`src/rtl/act_mon_pkg.sv`:
```
// Shared types and width helpers for the switching-activity monitor.
package act_mon_pkg;

    localparam int DEF_DATA_W     = 16;
    localparam int DEF_WINDOW     = 16;
    localparam int DEF_FIFO_DEPTH = 4;

    // Enough bits to hold DATA_W toggles on every cycle of a full window.
    function automatic int tog_w(input int data_w, input int window);
        return $clog2(data_w * window + 1);
    endfunction

    // Enough bits to hold the largest single-cycle toggle count.
    function automatic int pk_w(input int data_w);
        return $clog2(data_w + 1);
    endfunction

    // Record field widths follow the default bus/window sizes.
    localparam int REC_TOG_W = tog_w(DEF_DATA_W, DEF_WINDOW);
    localparam int REC_PK_W  = pk_w(DEF_DATA_W);

    typedef struct packed {
        logic [7:0]           idx;
        logic [REC_TOG_W-1:0] toggles;
        logic [REC_PK_W-1:0]  peak;
    } act_rec_t;

endpackage

```
`src/rtl/act_fifo.sv`:
```
// First-word fall-through record FIFO. A push into a full FIFO is taken
// only when a pop happens on the same edge; otherwise it is ignored and
// the caller decides what to do about the lost record.
module act_fifo
    import act_mon_pkg::*;
#(
    parameter int DEPTH = DEF_FIFO_DEPTH
) (
    input  logic     clk,
    input  logic     rst,
    input  logic     push,
    input  act_rec_t wdata,
    input  logic     pop,
    output act_rec_t rdata,
    output logic     full,
    output logic     empty
);

    localparam int AW = $clog2(DEPTH);
    localparam int CW = AW + 1;

    act_rec_t        mem [DEPTH];
    logic [AW-1:0]   wr_ptr;
    logic [AW-1:0]   rd_ptr;
    logic [CW-1:0]   count;
    logic            do_push;
    logic            do_pop;

    assign full    = (count == CW'(DEPTH));
    assign empty   = (count == '0);
    assign do_pop  = pop && !empty;
    assign do_push = push && (!full || do_pop);

    // Head record is driven straight from storage; zero while empty.
    assign rdata = empty ? '0 : mem[rd_ptr];

    // Storage write; contents need no reset because empty masks the head.
    always_ff @(posedge clk) begin
        if (do_push) mem[wr_ptr] <= wdata;
    end

    // Pointer and occupancy bookkeeping.
    always_ff @(posedge clk or posedge rst) begin
        if (rst) begin
            wr_ptr <= '0;
            rd_ptr <= '0;
            count  <= '0;
        end else begin
            if (do_push) wr_ptr <= wr_ptr + AW'(1);
            if (do_pop)  rd_ptr <= rd_ptr + AW'(1);
            if (do_push && !do_pop)      count <= count + CW'(1);
            else if (do_pop && !do_push) count <= count - CW'(1);
        end
    end

endmodule

```
`src/rtl/act_monitor.sv`:
```
// Switching-activity monitor: counts bit toggles on the sampled bus over
// fixed windows of enabled cycles and queues one record per window.
// Output handshake: a record transfers on any rising edge where
// out_valid && out_ready; out_* stay stable while out_valid && !out_ready,
// and out_ready has no effect while out_valid is low.
module act_monitor
    import act_mon_pkg::*;
#(
    parameter int DATA_W     = DEF_DATA_W,
    parameter int WINDOW     = DEF_WINDOW,
    parameter int FIFO_DEPTH = DEF_FIFO_DEPTH,
    localparam int TOG_W     = tog_w(DATA_W, WINDOW),
    localparam int PK_W      = pk_w(DATA_W)
) (
    input  logic              clk,
    input  logic              rst,
    input  logic [DATA_W-1:0] debug,
    input  logic              en_i,
    output logic              out_valid,
    input  logic              out_ready,
    output logic [7:0]        out_idx,
    output logic [TOG_W-1:0]  out_toggles,
    output logic [PK_W-1:0]   out_peak,
    output logic              overflow_o,
    output logic [7:0]        drop_cnt_o
);

    localparam int CW = $clog2(WINDOW);

    function automatic logic [PK_W-1:0] popcount(input logic [DATA_W-1:0] v);
        logic [PK_W-1:0] cnt;
        cnt = '0;
        for (int i = 0; i < DATA_W; i++) cnt = cnt + PK_W'(v[i]);
        return cnt;
    endfunction

    logic [DATA_W-1:0] prev;
    logic              primed;
    logic [CW-1:0]     cyc_cnt;
    logic [TOG_W-1:0]  acc;
    logic [PK_W-1:0]   peak;
    logic [7:0]        win_idx;

    logic [PK_W-1:0]   t;
    logic [TOG_W-1:0]  acc_sum;
    logic [PK_W-1:0]   peak_max;
    logic              win_close;
    logic              push;
    logic              pop;
    logic              full;
    logic              empty;
    logic              drop;
    act_rec_t          rec_in;
    act_rec_t          rec_out;

    // The first sample after reset only primes prev and contributes nothing.
    assign t         = primed ? popcount(debug ^ prev) : '0;
    assign acc_sum   = acc + TOG_W'(t);
    assign peak_max  = (t > peak) ? t : peak;
    assign win_close = en_i && (cyc_cnt == CW'(WINDOW - 1));

    assign rec_in.idx     = win_idx;
    assign rec_in.toggles = REC_TOG_W'(acc_sum);
    assign rec_in.peak    = REC_PK_W'(peak_max);

    assign push = win_close;
    assign pop  = out_valid && out_ready;
    assign drop = push && full && !pop;

    // Sampling, accumulation and window sequencing; holds while en_i is low.
    always_ff @(posedge clk or posedge rst) begin
        if (rst) begin
            prev    <= '0;
            primed  <= 1'b0;
            cyc_cnt <= '0;
            acc     <= '0;
            peak    <= '0;
            win_idx <= '0;
        end else if (en_i) begin
            prev   <= debug;
            primed <= 1'b1;
            if (win_close) begin
                cyc_cnt <= '0;
                acc     <= '0;
                peak    <= '0;
                win_idx <= win_idx + 8'd1;
            end else begin
                cyc_cnt <= cyc_cnt + CW'(1);
                acc     <= acc_sum;
                peak    <= peak_max;
            end
        end
    end

    // Lost-record tracking: sticky flag plus saturating counter.
    always_ff @(posedge clk or posedge rst) begin
        if (rst) begin
            overflow_o <= 1'b0;
            drop_cnt_o <= '0;
        end else if (drop) begin
            overflow_o <= 1'b1;
            if (drop_cnt_o != 8'hFF) drop_cnt_o <= drop_cnt_o + 8'd1;
        end
    end

    act_fifo #(.DEPTH(FIFO_DEPTH)) u_fifo (
        .clk   (clk),
        .rst   (rst),
        .push  (push),
        .wdata (rec_in),
        .pop   (pop),
        .rdata (rec_out),
        .full  (full),
        .empty (empty)
    );

    assign out_valid   = !empty;
    assign out_idx     = rec_out.idx;
    assign out_toggles = TOG_W'(rec_out.toggles);
    assign out_peak    = PK_W'(rec_out.peak);

endmodule

```
`config.mk`:
```
export PLATFORM = sky130hd
export DESIGN_NAME = act_monitor
export DESIGN_NICKNAME = d
export VERILOG_FILES = /design/src/rtl/act_mon_pkg.sv /design/src/rtl/act_fifo.sv /design/src/rtl/act_monitor.sv
export SDC_FILE = /design/constraint.sdc
export NUM_CORES = 1
export LEC_CHECK = 0
export BUFFER_PORTS_ARGS = -buffer_cell sky130_fd_sc_hd__buf_4
export CORE_UTILIZATION = 40
export DETAILED_ROUTE_END_ITERATION = 6
export SLEW_MARGIN = 10
export SYNTH_ARGS = -nofsm -noshare
export SYNTH_HDL_FRONTEND = slang
export SYNTH_SLANG_ARGS = --single-unit
```
`constraint.sdc`:
```
create_clock -name clk -period 13.1 [get_ports clk]
set_input_delay 0.655 -clock clk [delete_from_list [all_inputs] [get_ports clk]]
set_output_delay 0.655 -clock clk [all_outputs]
set_load 0.05 [all_outputs]
```
After elaboration in Yosys (flattened, before gate mapping)
Memory sizes are Yosys's and may differ from the RTL's. Index checks and enable logic that the tools add are counted.

Flip-flop bits (word level): 59. Memories: 1. Latch bits: 0. RAM bits: 88. Memory bits (read-only): 0. Word-level logic and storage cells: 68.

Multiply operators: 0. Reductions and logical operators: 18. $add $sub $neg: 23. Equality and inequality tests: 3. Div/mod/pow operators: 0. Shift-type cells: 0. Mux-type cells: 10. Bitwise gates (word level): 1. Order comparisons: 1.

Memory list: u_fifo.mem (words 4, bits a word 22, read ports 1, clocked after Yosys merged registers in 0, wr ports 1, line act_fifo.sv:22) `act_rec_t mem [DEPTH];`.

Operators by type and width (count): 5-bit by 1-bit adder with 5-bit output (11); 22-bit two-way mux (1); 8-bit by 1-bit adder with 8-bit output, second input constant (2); 16-bit XOR (1); 5-bit two-way mux (3); 9-bit by 5-bit adder with 9-bit output (1); 9-bit two-way mux (1); 1-bit logical AND (8); 8-bit inequality test, second input constant (1); 3-bit two-way mux (2); 4-bit by 1-bit adder with 5-bit output (1); 5-bit greater-than comparator (1); 1-bit logical NOT (5); 2-bit by 1-bit adder with 2-bit output, second input constant (2); 3-bit by 1-bit adder with 4-bit output (1); 4-bit by 1-bit adder with 4-bit output, second input constant (1); 4-bit equality test, second input constant (1); 4-bit two-way mux (1); 2-bit AND reduction (2); 2-bit by 1-bit adder with 3-bit output (1); 3-bit by 1-bit adder with 3-bit output, second input constant (1); 3-bit equality test, second input constant (1); 3-bit logical NOT (1); 3-bit by 1-bit subtractor with 3-bit output, second input constant (1); 4 further kinds (5).

Logic depth before layout (Yosys ltp)
Depth in word-level cells: 20. Mapped depth: 18. Depth with buffers taken out: 17.

Modules after synthesis
Synthesis repeated with hierarchy kept, for this count alone.

Cells, all modules: 446. Area, all modules: 6829.0 um2.

Modules (own cells, without submodules): act_fifo (instances 1, cells an instance 176, seq. area each 2817.7 um2, area an instance 3758.6 um2); act_monitor (instances 1, cells an instance 270, seq. area each 1301.2 um2, area an instance 3070.4 um2).

Worst setup path before layout
Ideal clock, no wire load.

Path type: input port to flip-flop. From: input port debug[0]. To: memory u_fifo.mem[0][0] (netlist bit), data pin. Stages: 18. Path slack: 7.389 ns. Path buffers: 1. Data arrival time: 5.446 ns. Cells stage by stage: xnor2_1 fa_1 inv_1 fa_1 fa_1 inv_1 fa_1 inv_1 ha_1 fa_1 xor2_1 and2_1 ha_1 a211o_1 a221o_1 and2_4 buf_6 mux2_4.

Word-level cells in the longest chain between the ends: 19.

RTL lines: start: declaration (line act_monitor.sv:17) `input logic [DATA_W-1:0] debug,`; 16-bit XOR * (line act_monitor.sv:57) `assign t = primed ? popcount(debug ^ prev) : '0;`; 1-bit by 1-bit adder with 2-bit output * (line act_monitor.sv:33) `for (int i = 0; i < DATA_W; i++) cnt = cnt + PK_W'(v[i]);`; 2-bit by 1-bit adder with 3-bit output * (line act_monitor.sv:33); 3-bit by 1-bit adder with 4-bit output * (line act_monitor.sv:33); 4-bit by 1-bit adder with 5-bit output * (line act_monitor.sv:33); 5-bit by 1-bit adder with 5-bit output * (11 in a row) (line act_monitor.sv:33); 5-bit two-way mux * (line act_monitor.sv:57); 5-bit greater-than comparator (line act_monitor.sv:59) `assign peak_max = (t > peak) ? t : peak;`; 5-bit two-way mux * (line act_monitor.sv:59); net peak_max[0] (line act_monitor.sv:46) `logic [PK_W-1:0] peak_max;`; end: declaration (line act_fifo.sv:22).

Mark *: on every way through the listed nets, which the timed path passes. The rest lies on a longest branch.

Worst setup path after layout
From: register prev[0]. To: memory u_fifo.mem[0][1] (netlist bit), data pin.

Word-level cells in the longest chain between the ends: 19.

RTL lines: start: declaration (line act_monitor.sv:37) `logic [DATA_W-1:0] prev;`; start signal: assignment (line act_monitor.sv:80) `prev <= debug;`; 16-bit XOR * (line act_monitor.sv:57); 1-bit by 1-bit adder with 2-bit output * (line act_monitor.sv:33); 2-bit by 1-bit adder with 3-bit output * (line act_monitor.sv:33); 3-bit by 1-bit adder with 4-bit output * (line act_monitor.sv:33); 4-bit by 1-bit adder with 5-bit output * (line act_monitor.sv:33); 5-bit by 1-bit adder with 5-bit output * (11 in a row) (line act_monitor.sv:33); 5-bit two-way mux * (line act_monitor.sv:57); 5-bit greater-than comparator (line act_monitor.sv:59); 5-bit two-way mux * (line act_monitor.sv:59); net peak_max[1] (line act_monitor.sv:46).

Marked as above.

==> metrics.txt <==
status=completed; clk sink count=147; drc violations=0; Worst-Skew Late Latency=0.42 ns; Die Ht=132.7 µm; Slew headroom=0.2466; max-slew violation count=0; Critical Path AT=5.84 ns; CP Class=reg -> reg; Final setup viols=0; NumNets Final=576; Initial Util=0.4103; drt pass-1 iters=5; overall routing resource usage=0.1489; P&R area growth vs syn=17.81%; CP Max Fanout=8; max_cap viols=0; H-tree depth=4; library cells used by synthesis=45; fin crit share=0.4329; DP HPWL=7845 µm; syn nets=514; final setup TNS=0 ns; vias in the first global route=3892; type of the most critical hold path=in -> async; Fillers=1449; worst reg2reg startpoint=prev[0]; highest routed layer=met4; Die X-Extent=132.7 µm; I/O pins=52; Yosys top cell by area=edfxtp_1; unrepaired setup endpoints after global routing=false; core area=16640 µm²; DR WL met3=481 µm; met2 WL=5566 µm; Worst-Margin Slew=1.130 ns; global placement routability congestion=0.8346; post_cts resized=0; root buffer cell=clkbuf_16; critical path endpoint category=flip-flop; Yosys reg bits=147; share of layout cells above drive strength 1=0.2566; Antenna Nets Post-Route=0; sequential share of the synthesized area=0.6033; Detailed Route WL=11860 µm; Via density=5.093; first-pass GRT wire length=19780 µm; ANT cells=0; CTS tree=built; Fmax achieved=176.3 MHz; critical path launch point type=flip-flop; FP Rows=47; Clock Tree Buf Depth=2; Syn Std Cell Area=6828 µm²; post-synth top area share=0.3870; synthesized area per cell=14.88 µm²; CTS clk-pin slew, worst paths=0.06 ns; Post-DP Area=7466 µm²; CP Data Required Time=13.27 ns; full die area=17600 µm²; M1 WL=5566 µm; DRT iter0 DRCs=237; ranking of synthesized cells by area=edfxtp_1 (39%), dfrtp_1 (22%), mux4_2 (7.3%); # Post-CTS Setup Buffers=0; Via Count=3840; initial antenna violation count=0; Hold Buf Count CTS=0; largest net degree at the start of global routing=60; Period minus WS final=5.671 ns; Hold Fails Final Rpt=0; post-route cell area=8044 µm²; Synth warnings=0; TritonCTS buffer count=17; DR WL/cell=15.73 µm; Crit. Startpoint=prev[0]; clock skew=0.009031 ns; synthesized instance count=459; GRT overflow=0; IO Port Bufs=51
## registers in the layout (all words and copies together) (netlist names)
signal	cells
u_fifo.wr_ptr	2
overflow_o	1
primed	1
u_fifo.mem	88
prev	16
win_idx	8
u_fifo.rd_ptr	2
u_fifo.count	3
acc	9
drop_cnt_o	8
cyc_cnt	4
peak	5
## cell usage in the layout (no fill, tap or decap), drive strengths merged, types with 3 or more instances in the layout
master    count
a21o          4
a21oi         6
a22o          5
a32o          5
and2         30
buf          57
clkbuf       20
clkinv        5
clkinvlp      3
dfrtp        59
edfxtp       88
fa           12
ha           23
inv          27
mux2         23
mux4         22
nand2        24
nand2b        3
nand3         7
nand4         8
nor2         15
nor3          7
o211ai        3
o21ai        12
xnor2        17
xor2         25
## layer usage
layer  up-vias  track usage
met4         0      0.07599
met2        85       0.2278
met3        26      0.04138
met1      1915       0.1947
li1       1814            -
met5         -            0
## kinds of logic after synthesis
| family | share of synthesized area |
|---|---|
| fa+ha+maj | 0.07733 |
| buf+inv | 0.02327 |
| compound gates | 0.04765 |
| flops | 0.6033 |
| mux | 0.1145 |
| simple gates | 0.08008 |
| xor+xnor | 0.05388 |
## critical path, cell delays in order (launching register included)
cell,delay [ns]
dfrtp_1,0.38
xnor2_1,0.16
fa_1,0.55
inv_1,0.06
fa_1,0.51
fa_1,0.55
inv_1,0.05
fa_1,0.53
inv_1,0.05
ha_1,0.23
fa_1,0.41
xor2_1,0.15
and2_1,0.20
ha_1,0.30
a211o_1,0.29
a221o_1,0.41
and2_4,0.21
o21ai_0,0.39
## worst paths after layout
check | to | slack, ns | cells past startpoint
worst min register to register | overflow_o | 0.47 | 1
worst max-delay path | u_fifo.mem[0][1] | 7.43 | 17
min in group clk | overflow_o | 0.47 | 1
worst min-delay path | drop_cnt_o[1] | 0.45 | 3
worst max register to register | u_fifo.mem[0][1] | 7.43 | 17
max in group asynchronous | peak[2] | 12.11 | 3
## final cells by class
cell class | count | area [µm²] | share of cell area
inverter | 25 | 93.84 | 0.01167
multi-input combinational | 273 | 2550 | 0.3170
tap | 220 | 275.3 | 0.03422
clock inverter | 12 | 131.4 | 0.01633
clock buffer | 20 | 446.7 | 0.05553
timing repair buffer | 57 | 427.9 | 0.05320
sequential | 147 | 4119 | 0.5121
## metrics by stage
step                      hold WS (ns)  utilization  setup WS (ns)  std cells
after CTS                       0.4619       0.4833          7.370        754
after global routing            0.4697       0.4833          7.133        754
after detailed placement        0.4572       0.4486          7.011        722
after floorplan                 0.4488            -          7.389        459
final                           0.4546       0.4833          7.429        754
after global placement          0.4600       0.4486          7.226        722
## Yosys cell counts (all sizes together)
master    n
a221o     1
o21ai    12
mux2i     2
mux2     23
a21oi     6
a31oi     1
inv      25
mux4     22
a211oi    2
o311ai    1
edfxtp   88
fa       12
a32o      5
and3      1
nand3     7
buf       7
dfrtp    59
nand2    24
nor2     15
nor3      7
o21a      2
and4      2
o211ai    3
nand2b    3
a21o      4
nor4b     1
or3       2
o21bai    1
a22o      5
xnor2    17
nand4     8
o221ai    1
or4       1
a2bb2oi   1
or2       2
ha       23
a211o     1
and2     30
xor2     25
clkbuf    7
Power is left out: the tool's default activity adds up to more than one toggle a clock period on the data nets, which glitch-free logic cannot reach.
